## config.mk

```make
export PLATFORM = sky130hd
export DESIGN_NAME = id_ex_stage
export DESIGN_NICKNAME = d
export VERILOG_FILES = /design/src/rtl/rv32i_pkg.sv /design/src/rtl/operand_bypass.sv /design/src/rtl/id_ex_stage.sv
export SDC_FILE = /design/constraint.sdc
export NUM_CORES = 1
export LEC_CHECK = 0
export ABC_AREA = 1
export ABC_CLOCK_PERIOD_IN_PS = 8000
export BUFFER_PORTS_ARGS = -buffer_cell sky130_fd_sc_hd__buf_4
export CORE_MARGIN = 3
export CORE_UTILIZATION = 35
export CTS_BUF_LIST = sky130_fd_sc_hd__clkbuf_2
export DETAILED_ROUTE_END_ITERATION = 16
export REMOVE_ABC_BUFFERS = 1
export SLEW_MARGIN = 0
export SYNTH_ARGS = -nofsm -noshare
export SYNTH_HDL_FRONTEND = slang
export SYNTH_SLANG_ARGS = --single-unit
```

## constraint.sdc

```tcl
create_clock -name clk -period 8 [get_ports clk]
set_clock_uncertainty 0.05 [all_clocks]
set_input_delay 1.2 -clock clk [delete_from_list [all_inputs] [get_ports clk]]
set_output_delay 1.2 -clock clk [all_outputs]
set_load 0.005 [all_outputs]
```

## src/rtl/rv32i_pkg.sv

```systemverilog
// rv32i_pkg: shared types and constants for the RV32I decode/execute boundary.
//   XLEN              datapath / operand width
//   CTRL_W            width of the packed control bundle
//   REG_X0            index of the hard-wired zero register
//   ctrl_t            packed control bundle; the first field listed is the MSB:
//                     alu_op[3:0], alu_src, mem_read, mem_write, reg_write,
//                     result_src[1:0], branch, jump
//   ctrl_mem_read()   extracts mem_read from a flat control vector
package rv32i_pkg;

    localparam int XLEN   = 32;
    localparam int CTRL_W = 12;

    localparam logic [4:0] REG_X0 = 5'd0;

    typedef struct packed {
        logic [3:0] alu_op;
        logic       alu_src;
        logic       mem_read;
        logic       mem_write;
        logic       reg_write;
        logic [1:0] result_src;
        logic       branch;
        logic       jump;
    } ctrl_t;

    // mem_read sits directly below alu_op[3:0] and alu_src.
    localparam int CTRL_MEM_READ_BIT = CTRL_W - 4 - 2;

    function automatic logic ctrl_mem_read(input logic [CTRL_W-1:0] ctrl);
        return ctrl[CTRL_MEM_READ_BIT];
    endfunction

endpackage

```

## src/rtl/operand_bypass.sv

```systemverilog
// operand_bypass: selects the value captured into the ID/EX slot for one source
// operand.
//   rs        source register index
//   rf_data   register file read data (stale when write-back targets rs this cycle)
//   wb_we, wb_rd, wb_data     write-back port (same as register file WE3/A3/WD3)
//   mem_we, mem_rd, mem_data  EX/MEM result (used only with ID_EX_FORWARDING_EN)
//   operand   selected operand value
// Priority: x0 -> 0, then EX/MEM (ID_EX_FORWARDING_EN only), then write-back,
// then register file data.
module operand_bypass
    import rv32i_pkg::*;
(
    input  logic [4:0]      rs,
    input  logic [XLEN-1:0] rf_data,
    input  logic            wb_we,
    input  logic [4:0]      wb_rd,
    input  logic [XLEN-1:0] wb_data,
    input  logic            mem_we,
    input  logic [4:0]      mem_rd,
    input  logic [XLEN-1:0] mem_data,
    output logic [XLEN-1:0] operand
);

`ifdef ID_EX_FORWARDING_EN
    always_comb begin
        operand = rf_data;
        if (rs == REG_X0)
            operand = '0;
        else if (mem_we && mem_rd == rs)
            operand = mem_data;
        else if (wb_we && wb_rd == rs)
            operand = wb_data;
    end
`else
    // The EX/MEM port is part of the interface in both builds but ignored here.
    logic unused_mem;
    assign unused_mem = ^{mem_we, mem_rd, mem_data};

    always_comb begin
        operand = rf_data;
        if (rs == REG_X0)
            operand = '0;
        else if (wb_we && wb_rd == rs)
            operand = wb_data;
    end
`endif

endmodule

```

## src/rtl/id_ex_stage.sv

```systemverilog
// id_ex_stage: decode->execute pipeline register of the RV32I core.
// Holds one instruction slot with a valid/ready handshake, flush, and load-use
// bubble insertion. Operands are resolved once, at capture, through
// operand_bypass (write-back fix-up always; EX/MEM bypass with
// ID_EX_FORWARDING_EN defined).
// Ports:
//   clk, rst                 clock (rising edge), asynchronous active-high reset
//   id_valid / id_ready      decode-side handshake
//   id_pc, id_imm, id_rs1, id_rs2, id_rd, id_ctrl   decoded fields
//   rf_rd1, rf_rd2           register file read data
//   flush                    squash the slot
//   wb_we, wb_rd, wb_data    write-back port
//   mem_we, mem_rd, mem_data EX/MEM result
//   ex_valid / ex_ready      execute-side handshake
//   ex_pc, ex_imm, ex_op1, ex_op2, ex_rs1, ex_rs2, ex_rd, ex_ctrl   slot contents
//   hazard_stall             load-use bubble being inserted this cycle
// Configuration macro: ID_EX_FORWARDING_EN.
module id_ex_stage
    import rv32i_pkg::*;
(
    input  logic              clk,
    input  logic              rst,
    input  logic              id_valid,
    output logic              id_ready,
    input  logic [XLEN-1:0]   id_pc,
    input  logic [XLEN-1:0]   id_imm,
    input  logic [4:0]        id_rs1,
    input  logic [4:0]        id_rs2,
    input  logic [4:0]        id_rd,
    input  logic [CTRL_W-1:0] id_ctrl,
    input  logic [XLEN-1:0]   rf_rd1,
    input  logic [XLEN-1:0]   rf_rd2,
    input  logic              flush,
    input  logic              wb_we,
    input  logic [4:0]        wb_rd,
    input  logic [XLEN-1:0]   wb_data,
    input  logic              mem_we,
    input  logic [4:0]        mem_rd,
    input  logic [XLEN-1:0]   mem_data,
    output logic              ex_valid,
    input  logic              ex_ready,
    output logic [XLEN-1:0]   ex_pc,
    output logic [XLEN-1:0]   ex_imm,
    output logic [XLEN-1:0]   ex_op1,
    output logic [XLEN-1:0]   ex_op2,
    output logic [4:0]        ex_rs1,
    output logic [4:0]        ex_rs2,
    output logic [4:0]        ex_rd,
    output logic [CTRL_W-1:0] ex_ctrl,
    output logic              hazard_stall
);

    logic            adv;
    logic            load;
    logic [XLEN-1:0] op1_p0;
    logic [XLEN-1:0] op2_p0;

    assign adv = !ex_valid || ex_ready;

    assign hazard_stall = ex_valid && ctrl_mem_read(ex_ctrl) && (ex_rd != REG_X0) &&
                          id_valid && (id_rs1 == ex_rd || id_rs2 == ex_rd);

    // A flushed decode slot is not consumed, so it must not see ready either.
    assign id_ready = !rst && adv && !hazard_stall && !flush;
    assign load     = id_valid && id_ready;

    operand_bypass u_op1 (
        .rs       (id_rs1),
        .rf_data  (rf_rd1),
        .wb_we    (wb_we),
        .wb_rd    (wb_rd),
        .wb_data  (wb_data),
        .mem_we   (mem_we),
        .mem_rd   (mem_rd),
        .mem_data (mem_data),
        .operand  (op1_p0)
    );

    operand_bypass u_op2 (
        .rs       (id_rs2),
        .rf_data  (rf_rd2),
        .wb_we    (wb_we),
        .wb_rd    (wb_rd),
        .wb_data  (wb_data),
        .mem_we   (mem_we),
        .mem_rd   (mem_rd),
        .mem_data (mem_data),
        .operand  (op2_p0)
    );

    // ---- decode -> execute boundary ----
    // Bubble (hazard with adv) and drain both fall into the final branch: neither
    // loads, and both clear valid while the fields hold.
    always_ff @(posedge clk or posedge rst) begin
        if (rst) begin
            ex_valid <= 1'b0;
            ex_pc    <= '0;
            ex_imm   <= '0;
            ex_op1   <= '0;
            ex_op2   <= '0;
            ex_rs1   <= '0;
            ex_rs2   <= '0;
            ex_rd    <= '0;
            ex_ctrl  <= '0;
        end else if (flush) begin
            ex_valid <= 1'b0;
        end else if (load) begin
            ex_valid <= 1'b1;
            ex_pc    <= id_pc;
            ex_imm   <= id_imm;
            ex_op1   <= op1_p0;
            ex_op2   <= op2_p0;
            ex_rs1   <= id_rs1;
            ex_rs2   <= id_rs2;
            ex_rd    <= id_rd;
            ex_ctrl  <= id_ctrl;
        end else if (adv) begin
            ex_valid <= 1'b0;
        end
    end

endmodule
```

# Yosys cells after proc, flatten, opt, wreduce, memory -nomap -nowiden
# Cells that the tools add are included.
# totals
register_bits,156
output_inout_bits,158
in_bits,236
# classes
n_bitwise,1
muxes,7
n_reduce_logical,21
eq_ne,4
# ops
operator,n
2-to-1 mux 32 bit,4
== test 5 bit,4
logical AND 1 bit,10
logical NOT 5 bit,2
nonzero test 5 bit,1
logical NOT 1 bit,4
2-to-1 mux 1 bit,3
nonzero test 3 bit,1
logical OR 1 bit,2
AND reduction 2 bit,1
inverter 1 bit,1

# Longest topological paths before layout
# depth
word_depth,10
depth_mapped,12
ltp_nobuf,10

# Cells and area by module
# From an unflattened synthesis, not the netlist that was laid out.
# unflattened
hier_cells,1146
area_unflattened_um2,8236.6
# by_module_without_submodules
module,cells_each,seq_area_each_um2,area_per_inst_um2,n_inst
id_ex_stage,748,3903.7,6635.1,1
operand_bypass,199,0.0,800.8,2

# Worst setup path before layout
# Ideal clock, no wire load.
# synth_path
path_kind,in2out
start,input id_rs2[3]
end,output hazard_stall
path_slack_ps,4728
stages,10
arrival_time_ps,2022
n_path_buf,2
path_cell_list,inv_1 > nand2_1 > nand2_1 > nor2_1 > nand3_1 > nand2_1 > nand2_1 > buf_2 > buf_2 > inv_1
# synth_between
elab_chain_len,3
# synth_rtl
item,line_no,rtl
from (decl),id_ex_stage.sv:28,"input logic [4:0] id_rs2,"
== test 5 bit,id_ex_stage.sv:61,id_valid && (id_rs1 == ex_rd || id_rs2 == ex_rd);
logical OR 1 bit,id_ex_stage.sv:61,
logical AND 1 bit,id_ex_stage.sv:61,
to (decl),id_ex_stage.sv:50,output logic hazard_stall
# Every way passes these cells.

# Worst setup path after layout
# Ends and elaborated chain as after synthesis.

==> results.txt <==
Status - complete, no violations
Leakage - 0.00667 µW
Largest net degree at the start of global routing - 95
RR Startpoint - ex_rd[0]
Comb power frac - 29.6%
Share of layout cells above drive strength 1 - 28.1%
Core area - 22200 µm²
Resize count post-CTS - 0
Most frequent cell after synthesis - nand2_1
Minimum clock period - 3.72 ns
Clock Path Buffers - 2
Placed insts - 1696
CTS Buf Count - 17
Avg WL per Cell - 16.1 µm
Reg clk slew, reported paths - 0.20 ns
Drt drc - 0
Maximum vdd drop - 0.0708 mV
Critical path class - in2out
Total GRT Usage - 21.7%
Netlist Area Pre-Place - 8000 µm²
IO Port Bufs - 355
CP Capture Type - primary output
Average size of a mapped cell - 7.08 µm²
Root buffer cell - clkbuf_2
Cts-stage hold buffer count - 0
1st-pass router iterations - 5
Crit path launch type - input pin
Vias - 8306
Yosys top cell by area - dfrtp_1
Post-synth EDFFs - 0
Slew Limit Fails - 0
WP data required - 6.75 ns
NetSw - 672 µW
Relative slew slack - 27.0%
Int Pwr - 1360 µW
Final nets - 1671
First-pass GRT wire length - 42400 µm
Power Density - 185 nW/µm²
Vias per inst - 4.81
Placer Congestion - 0.816
Clk sink count - 156
Post-route insts no fill - 1728
Die H - 157 µm
Final Hold Fails - 0
Initial antenna violation count - 1
H-Tree Depth - 4
Initial DRC Count - 590
Clock power frac - 20.4%
Switch share - 33.1%
Critical path peak fanout - 44
Hold Crit Class - reg2reg
Setup Viol. Count Final - 0
I/O Pins - 394
Clk_lat worst skew - 0.71 ns
WL final - 27900 µm
Mapped Cells - 1130
Register area share after synthesis - 48.8%
Post-synth top cells - 488 x nand2_1, 156 x dfrtp_1, 146 x nor2_1
Crit share post-route - 46.5%
Top cells by area, synth - dfrtp_1 49%, nand2_1 23%, nand4_1 7.1%
Yosys top cell area share - 48.8%
Die area - 24700 µm²
Antenna Nets Post-Route - 0
Chip width - 157 µm
Hpwl dp - 18800 µm
TNS Setup - 0 ns
Unrepaired setup endpoints after global routing - false
Area Growth Syn to Fin - 37.2%
Worst-margin pin slew - 1.09 ns
Flop pwr share - 50.0%
Ys flop type - dfrtp_1
Post-synth cell types - 19
CP Data Arrival Time - 2.47 ns
Max Clock Freq - 269 MHz
Yosys reg bits - 156
Max_cap viols - 0
CTS tree - built
Synth warnings - 0
Rows - 54
Overflow after GRT - 0
CP Launch Point - id_rs2[3]
Post-CTS Setup Inserts - 0
Hold path start - ex_rs1[2]
Asr flop ratio synth - 100%
Number of global-route vias before repair - 7686
Starting Density - 36.1%
[power groups by stage]
stage	sequential, µW	combinational (µW)	clock (µW)
after floorplan	1030	201	0
after global placement	1030	608	0
after detailed placement	1030	613	0
after CTS	1010	613	436
after global routing	1030	673	469
final	1010	601	415
[state kept, by name, summed over array words and instances, names as in the netlist]
signal	cells
ex_ctrl	12
ex_imm	32
ex_op1	32
ex_op2	32
ex_pc	32
ex_rd	5
ex_rs1	5
ex_rs2	5
ex_valid	1
[layer usage]
metal	global-route usage [%]	vias up	share of wire (%)
li1	-	4134	-
met1	28.0	3835	41
met5	0	-	0
met2	35.4	306	48
met4	5.29	0	1.9
met3	7.15	31	9.4
[worst paths after layout]
| check | depth (start not counted) | slack [ns] | end |
|---|---|---|---|
| max | 10 | 4.28 | hazard_stall |
| min | 2 | 0.45 | ex_rs1[2] |
| max reg2reg | 11 | 4.60 | ex_pc[21] |
| min reg2reg | 2 | 0.45 | ex_rs1[2] |
| max in group asynchronous | 3 | 5.84 | ex_rd[2] |
| min in group asynchronous | 2 | 0.56 | ex_valid |
[cell families after synthesis]
group	count (synthesis)	share of synthesized area, %
compound gates	3	0.250
xor+xnor	2	0.219
buf+inv	168	8.84
flops	156	48.8
simple gates	801	41.9
[cells in the final DEF (no fill, tap or decap), types with 3 or more instances in the layout]
master	count
nand2_1	487
buf_4	365
dfrtp_1	156
nor2_1	146
nand4_1	91
inv_1	85
nand3_1	68
clkbuf_2	17
nand3_2	4
inv_6	4
inv_2	3
clkinv_4	3
clkinv_2	3
[through the flow]
step                      instance area (µm²)  setup slack [ns]  power (µW)  util, %  hold WS (ns)
after floorplan                          7620             0.503        1240        -         0.415
after global placement                  10800              3.79        1630     48.6         0.405
after detailed placement                10800              3.80        1640     48.6         0.409
after CTS                               11000              4.26        2060     49.5         0.456
after global routing                    11000              4.03        2180     49.5         0.479
final                                   11000              4.28        2030     49.5         0.452
[critical path, cell delays in order]
cell	delay, ns
buf_4	0.13
inv_1	0.10
nand2_1	0.06
nand2_1	0.06
nor2_1	0.05
nand3_1	0.08
nand2_1	0.13
nand2_4	0.41
inv_1	0.08
buf_4	0.15
[cell type report]
type                       count  area (µm²)
inverter                      89         339
tap                          280         350
multi-input combinational    806        3430
clock buffer                  17        85.1
clock inverter                14         120
antenna                        1        2.50
timing repair buffer         365        2740
sequential                   156        3900
fill                        2344       11200
Power figures use the tool's default switching activity.
